--- config.mk ---
export PLATFORM = sky130hd
export DESIGN_NAME = hex_scan_ctrl
export DESIGN_NICKNAME = d
export VERILOG_FILES = /design/src/rtl/hex_scan_pkg.sv /design/src/rtl/hex_scan_timer.sv /design/src/rtl/hex_scan_ctrl.sv
export SDC_FILE = /design/constraint.sdc
export NUM_CORES = 1
export LEC_CHECK = 0
export ABC_AREA = 1
export CAP_MARGIN = 20
export CORE_ASPECT_RATIO = 2
export CORE_MARGIN = 4
export CORE_UTILIZATION = 56
export CTS_CLUSTER_DIAMETER = 30
export DETAILED_ROUTE_END_ITERATION = 8
export PLACE_DENSITY_LB_ADDON = 0.1
export RECOVER_POWER = 25
export SLEW_MARGIN = 40
export SYNTH_ARGS = -nofsm -noshare
export SYNTH_HDL_FRONTEND = slang
export SYNTH_HIERARCHICAL = 1
export SYNTH_SLANG_ARGS = --single-unit
export TNS_END_PERCENT = 30
--- constraint.sdc ---
create_clock -name clk -period 8.1 [get_ports clk]
set_clock_uncertainty 0.1 [all_clocks]
set_input_delay 1.62 -clock clk [delete_from_list [all_inputs] [get_ports clk]]
set_output_delay 1.62 -clock clk [all_outputs]
set_load 0.05 [all_outputs]
--- src/rtl/hex_scan_pkg.sv ---
// Shared types and constants for the 4-digit hex display scanner.
// Used by hex_scan_timer and hex_scan_ctrl.
package hex_scan_pkg;

   localparam int NUM_DIGITS = 4;
   localparam int NIBBLE_W   = 4;
   localparam int VALUE_W    = NUM_DIGITS * NIBBLE_W;

   typedef enum logic {
      BLANK = 1'b0,
      SHOW  = 1'b1
   } state_e;

   typedef logic [1:0] digit_idx_t;

   function automatic logic [NIBBLE_W-1:0] nibble_at(input logic [VALUE_W-1:0] value,
                                                     input digit_idx_t         idx);
      return value[{idx, 2'b00} +: NIBBLE_W];
   endfunction

   function automatic logic [NUM_DIGITS-1:0] digit_onehot(input digit_idx_t idx);
      return NUM_DIGITS'(1) << idx;
   endfunction

endpackage

--- src/rtl/hex_scan_timer.sv ---
// Phase timer: down-counter from zero that strobes done on the enabled clock
// where it reaches -term, then restarts at zero (so a phase lasts term+1 clocks).
module hex_scan_timer
   import hex_scan_pkg::*;
#(
   parameter int W = 8
) (
   input  logic         clk,
   input  logic         rst,
   input  logic         en,
   input  logic [W-1:0] term,
   output logic         done
);

   logic [W-1:0] cnt_q;
   logic [W-1:0] cnt_d;
   logic [W-1:0] end_val;
   logic         at_end;

   // Counting down from zero keeps the reset value at zero while the phase
   // length still comes entirely from term.
   always_comb begin
      end_val = ~term + 1'b1;
      at_end  = (cnt_q == end_val);
      done    = en && at_end;
      cnt_d   = cnt_q;
      if (en) begin
         cnt_d = at_end ? '0 : cnt_q - 1'b1;
      end
   end

   always_ff @(posedge clk or posedge rst) begin
      if (rst) begin
         cnt_q <= '0;
      end else begin
         cnt_q <= cnt_d;
      end
   end

endmodule

--- src/rtl/hex_scan_ctrl.sv ---
// 4-digit hex scan controller: BLANK/SHOW scheduler, write port and 16-bit counter.
// Define HEX_SCAN_LZ_BLANK_EN to suppress leading-zero digits during SHOW.
module hex_scan_ctrl
   import hex_scan_pkg::*;
#(
   parameter int PRESCALE_W  = 8,
   parameter int DEAD_CYCLES = 2
) (
   input  logic                  clk,
   input  logic                  rst,
   input  logic                  ena,
   input  logic                  wr_valid,
   input  logic [1:0]            wr_idx,
   input  logic [NIBBLE_W-1:0]   wr_data,
   output logic                  wr_ready,
   input  logic                  cnt_en,
   input  logic                  cnt_tick,
   output logic                  cnt_wrap,
   output logic [NIBBLE_W-1:0]   seg_nibble,
   output logic [NUM_DIGITS-1:0] digit_en,
   output logic                  blank,
   output logic                  frame_start
);

   localparam int TW = (PRESCALE_W > 4) ? PRESCALE_W : 4;
   localparam logic [TW-1:0] DEAD_TERM = TW'(DEAD_CYCLES - 1);
   localparam logic [TW-1:0] SHOW_TERM = TW'((64'd1 << PRESCALE_W) - 64'd1);

   state_e                  state_q, state_d;
   digit_idx_t              idx_q, idx_d;
   logic [VALUE_W-1:0]      digits_q, digits_d;
   logic [NUM_DIGITS-1:0]   digit_en_q, digit_en_d;
   logic [NIBBLE_W-1:0]     seg_nibble_q, seg_nibble_d;
   logic                    blank_q, blank_d;
   logic                    frame_start_q, frame_start_d;
   logic                    cnt_wrap_q, cnt_wrap_d;
   logic                    phase_done;
   logic [TW-1:0]           phase_term;
   logic                    show_en;

   assign phase_term = (state_q == BLANK) ? DEAD_TERM : SHOW_TERM;

   hex_scan_timer #(
      .W (TW)
   ) u_timer (
      .clk  (clk),
      .rst  (rst),
      .en   (ena),
      .term (phase_term),
      .done (phase_done)
   );

   assign wr_ready = !cnt_en;

   always_comb begin
      // NOTE: every always_comb output gets a default first so no path can infer a latch.
      state_d       = state_q;
      idx_d         = idx_q;
      digits_d      = digits_q;
      cnt_wrap_d    = 1'b0;
      digit_en_d    = digit_en_q;
      seg_nibble_d  = seg_nibble_q;
      blank_d       = blank_q;
      frame_start_d = 1'b0;
      show_en       = 1'b1;

      if (ena && phase_done) begin
         case (state_q)
            BLANK: state_d = SHOW;
            SHOW: begin
               state_d = BLANK;
               idx_d   = idx_q + 2'd1;
            end
            default: state_d = BLANK;
         endcase
      end

      // cnt_en selects the single owner of the digit registers.
      if (cnt_en) begin
         if (cnt_tick) begin
            digits_d   = digits_q + 1'b1;
            cnt_wrap_d = &digits_q;
         end
      end else if (wr_valid) begin
         digits_d[{wr_idx, 2'b00} +: NIBBLE_W] = wr_data;
      end

`ifdef HEX_SCAN_LZ_BLANK_EN
      if ((idx_d != 2'd0) && ((digits_d >> {idx_d, 2'b00}) == '0)) begin
         show_en = 1'b0;
      end
`endif

      // Outputs follow next-state values so they are registered yet aligned with state.
      if (ena) begin
         blank_d       = (state_d == BLANK);
         digit_en_d    = (state_d == SHOW && show_en) ? digit_onehot(idx_d) : '0;
         seg_nibble_d  = (state_d == SHOW) ? nibble_at(digits_d, idx_d) : '0;
         frame_start_d = phase_done && (state_q == BLANK) && (idx_q == 2'd0);
      end
   end

   // NOTE: sequential state uses non-blocking assignments only, so every flop samples pre-edge values.
   always_ff @(posedge clk or posedge rst) begin
      if (rst) begin
         state_q       <= BLANK;
         idx_q         <= '0;
         digits_q      <= '0;
         digit_en_q    <= '0;
         seg_nibble_q  <= '0;
         blank_q       <= 1'b1;
         frame_start_q <= 1'b0;
         cnt_wrap_q    <= 1'b0;
      end else begin
         state_q       <= state_d;
         idx_q         <= idx_d;
         digits_q      <= digits_d;
         digit_en_q    <= digit_en_d;
         seg_nibble_q  <= seg_nibble_d;
         blank_q       <= blank_d;
         frame_start_q <= frame_start_d;
         cnt_wrap_q    <= cnt_wrap_d;
      end
   end

   assign digit_en    = digit_en_q;
   assign seg_nibble  = seg_nibble_q;
   assign blank       = blank_q;
   assign frame_start = frame_start_q;
   assign cnt_wrap    = cnt_wrap_q;

endmodule

Word-level counts from Yosys, hierarchy flattened
Cells that the tools add are included.
{ "totals": {"reg_bits": 38, "wordCells": 44} }
{ "classes": {"n_addsub": 5, "eq_ne": 1, "shifts": 4, "muxes": 15, "bitwise": 3, "n_reduce_logical": 7} }
{ "ops": {"columns": ["cell", "n"], "rows": [
  ["$mux 16", 3],
  ["$add 16x1->16 const B", 1],
  ["$bwmux 16", 1],
  ["$mux 8", 2],
  ["$reduce_and 16->1", 1],
  ["$shift 4x6->16 const A", 1],
  ["$shiftx 16x5->4", 1],
  ["$shiftx 4x6->16", 1],
  ["$add 8x1->8 const B", 1],
  ["$eq 8x8->1", 1],
  ["$mux 4", 2],
  ["$not 8->8", 1],
  ["$sub 8x1->8 const B", 1],
  ["$neg 4->6", 1],
  ["$logic_and 1x1->1", 4],
  ["$mux 1", 4],
  ["$mux 2", 2],
  ["$shl 1x2->4 const A", 1],
  ["$add 2x1->2 const B", 1],
  ["$logic_not 2->1", 1],
  ["$not 1->1", 2],
  ["$pmux 1 s2", 1],
  ["$logic_not 1->1", 1]
]} }

Logic depth before layout (Yosys ltp)
{ "depth": {"ltp_word": 9, "ltp_mapped": 21, "ltp_nobuf": 21} }

By module
Netlist, hierarchy kept.
{ "by_module_without_submodules": {"columns": ["mod", "instances", "cells_per_inst", "area_per_inst_um2"], "rows": [
  ["hex_scan_ctrl", 1, 321, 2110.8],
  ["hex_scan_timer", 1, 126, 780.7]
]} }

Least setup slack after synthesis
No wires, ideal clock.
{ "synth_timing": {"path_type": "input to output", "from": "input cnt_en", "to": "output wr_ready", "arrival_ns": 2.290, "path_slack_ns": 4.090, "cell_stages": 2, "cell_sequence": "inv_1 clkbuf_1"} }
{ "synth_between": {"elab_chain_cells": 1} }
{ "synth_rtl": {"columns": ["item", "line", "text"], "rows": [
  ["start, declared", "hex_scan_ctrl.sv:16", "input logic cnt_en,"],
  ["$logic_not 1->1", "hex_scan_ctrl.sv:53", "assign wr_ready = !cnt_en;"],
  ["end, declared", "hex_scan_ctrl.sv:15", "output logic wr_ready,"]
]} }
No other way between the ends.

Final worst setup path
Same ends and word-level chain as after synthesis.

==> flow_summary.json <==
{
  "timing.rr.start": "state_q",
  "portBuffers": 23,
  "period_share": 0.6313,
  "layout.nets": 497,
  "worst_pin_slew_ns": 1.690,
  "yosys.area_share.adder": 0.03894,
  "synth-seq-cells": 38,
  "track_usage": 0.2596,
  "max-cap-violations": 1,
  "syn-instance-count": 447,
  "status": "finished with violations",
  "antenna_found_initial": 0,
  "synth_mux_area_frac": 0,
  "synth_compound_area_frac": 0.06145,
  "clock_latency_ns": 0.29,
  "synthFlopType": "dfrtp_1",
  "grt_max_degree": 31,
  "grt_pass1_wl_um": 12760,
  "setup_tns_ns": 0,
  "finalSetupViolCount": 0,
  "postRouteAntennaNets": 0,
  "holdBufCountCts": 0,
  "row_count": 36,
  "routed_wl_um": 7565,
  "post_synth.cell_area_avg_um2": 6.469,
  "tritoncts": "built",
  "synth-xor-area-share": 0.03332,
  "avgRoutedWirePerCell_um": 14.17,
  "power.switching_w": 0.0003973,
  "hp-class": "reg -> reg",
  "peakVddDrop_v": 0.0002538,
  "gp_congestion": 0.9262,
  "n_antenna_cell": 0,
  "power.density_nw_per_um2": 265.1,
  "p_comb_frac": 0.467,
  "synthTopCellsByCount": "nand2_1, inv_1, nand3_1",
  "drc": 0,
  "core_um2": 4955,
  "drt-initial-drc-count": 165,
  "synthArstFlopShare": 1.000,
  "internal_power_w": 0.0004770,
  "post-route-min-period_ns": 5.114,
  "die_y_um": 109.6,
  "crit_path_end_kind": "output pin",
  "htreeDepth": 2,
  "clkPwrFrac": 0.186,
  "synth_most_common_cell": "nand2_1",
  "cp_max_fo": 24,
  "p_sw_frac": 0.4544,
  "path_class": "in -> out",
  "drive_gt1_frac": 0.08805,
  "finalHoldViolations": 0,
  "area_growth_syn_to_layout_pct": 14.06,
  "arrival_ns": 3.39,
  "ys_warn_count": 6,
  "via_count": 2865,
  "cts_resized": 0,
  "synth_area_leaders": "dfrtp_1, nand2_1, inv_1",
  "syn-cell-area_um2": 2892,
  "grt_pass1_vias": 2895,
  "finalMaxSlewViolations": 31,
  "synthSimpleGateAreaFrac": 0.4236,
  "cts_buffers": 5,
  "drtPass1Iterations": 4,
  "clkTransAtPathRegs_ns": 0.08,
  "startpoint": "cnt_en",
  "vias_per_cell": 5.365,
  "die_area_um2": 6447,
  "synth_top_area_frac": 0.3202,
  "ios": 24,
  "hp-start": "seg_nibble[0]",
  "synth_top_family_by_area": "simple AND/OR/NAND/NOR gates",
  "rsz0062_at_grt": "false",
  "die_w_um": 58.81,
  "violations": "max-capacitance violations, max-slew violations",
  "cts_root_buffer": "clkbuf_8",
  "synth.distinct_cells": 32,
  "grt_overflow_total": 0,
  "seqPwrFrac": 0.347,
  "slew_headroom": -0.1265,
  "final_area_um2": 3298,
  "cts.sinks": 38,
  "cts_max_path_buffers": 2,
  "leakage_nw": 1.784,
  "crit_required_ns": 6.38,
  "ys_seq_area_frac": 0.3293,
  "synth_edf_count": 0,
  "start_kind": "input pin",
  "post_cts_buffers": 0,
  "yosysTopAreaCell": "dfrtp_1",
  "hpwl_um": 6044,
  "initial_core_util": 0.5836,
  "placed_cell_area_um2": 3188,
  "max_freq_mhz": 195.6
}
-- power by group through the flow --
stage	Sequential, W	Clock, W	Combinational, W
3_3_place_gp	0.000305	0	0.000392
5_1_grt	0.000311	0.000172	0.000458
4_1_cts	0.000302	0.000164	0.000408
6_report	0.000304	0.000162	0.000408
2_1_floorplan	0.000351	0	0.000245
3_5_place_dp	0.000306	0	0.000404
-- worst max-delay path, cell delays in order --
cell	delay, ns
clkdlybuf4s50_1	0.39
buf_4	0.21
inv_1	0.29
clkdlybuf4s50_1	0.87
-- final cells by class --
class | count | area, um^2
clock inverter | 3 | 45.04
timing repair buffer | 25 | 241.5
clock buffer | 5 | 68.82
sequential | 38 | 952.2
tap | 57 | 71.32
multi-input combinational | 326 | 1619
inverter | 80 | 300.3
fill | 475 | 1657
-- metal layers --
layer / wire length (um) / vias up / GRT usage
li1: - / 1446 / -
met1: 2627 / 1307 / 0.2537
met2: 4232 / 72 / 0.4929
met3: 201 / 40 / 0.02703
met4: 503 / 0 / 0.1621
met5: 0 / - / 0
-- sequential cells by signal, indices dropped and copies added (netlist names) --
| signal | flops |
|---|---|
| cnt_wrap | 1 |
| frame_start | 1 |
| idx_q | 2 |
| u_timer/cnt_q | 8 |
| digit_en | 4 |
| digits_q | 16 |
| blank | 1 |
| state_q | 1 |
| seg_nibble | 4 |
-- stage by stage --
stage,worst slack [ns],hold slack (ns),total power [W],util,std cells
after floorplan,4.090,0.3909,0.0005959,-,448
after global placement,3.010,0.3701,0.0006968,0.6434,526
after detailed placement,3.011,0.3687,0.0007101,0.6434,526
after CTS,3.003,0.3900,0.0008736,0.6664,534
after global routing,2.909,0.4072,0.0009409,0.6657,534
final,2.986,0.3828,0.0008742,0.6657,534
-- layout by cell type, fill, tap and decap left out, types with 2 or more instances in the layout --
cell type,n
a21oi_1,11
a22o_1,2
clkbuf_8,5
clkdlybuf4s50_1,22
clkinv_1,2
clkinvlp_4,2
conb_1,2
dfrtp_1,37
ha_1,9
inv_1,74
inv_2,4
nand2_1,158
nand2_2,5
nand2_4,2
nand3_1,47
nand3_2,3
nand4_1,9
nor2_1,24
nor2_2,14
nor2_4,2
nor3_1,5
o211ai_1,5
o21ai_0,9
o21ai_1,3
xnor2_1,5
xor2_1,6
-- final timing paths --
| check | end | slack [ns] | depth (start not counted) |
|---|---|---|---|
| min in group asynchronous | u_timer/cnt_q[7] | 1.64 | 2 |
| worst max-delay path | wr_ready | 2.99 | 4 |
| max in group asynchronous | digit_en[0] | 4.64 | 3 |
| worst min register to register | seg_nibble[0] | 0.38 | 2 |
| worst max register to register | seg_nibble[3] | 4.80 | 17 |
| worst min-delay path | seg_nibble[0] | 0.38 | 2 |
-- cells by family after synthesis --
logic type | after synthesis
and+or+nand+nor | 273
buffers and inverters | 84
DFF | 38
AOI/OAI and AO/OA | 31
xor gates and xnor gates | 11
adders and majority gates | 9
other | 1
Power figures use the tool's default switching activity.
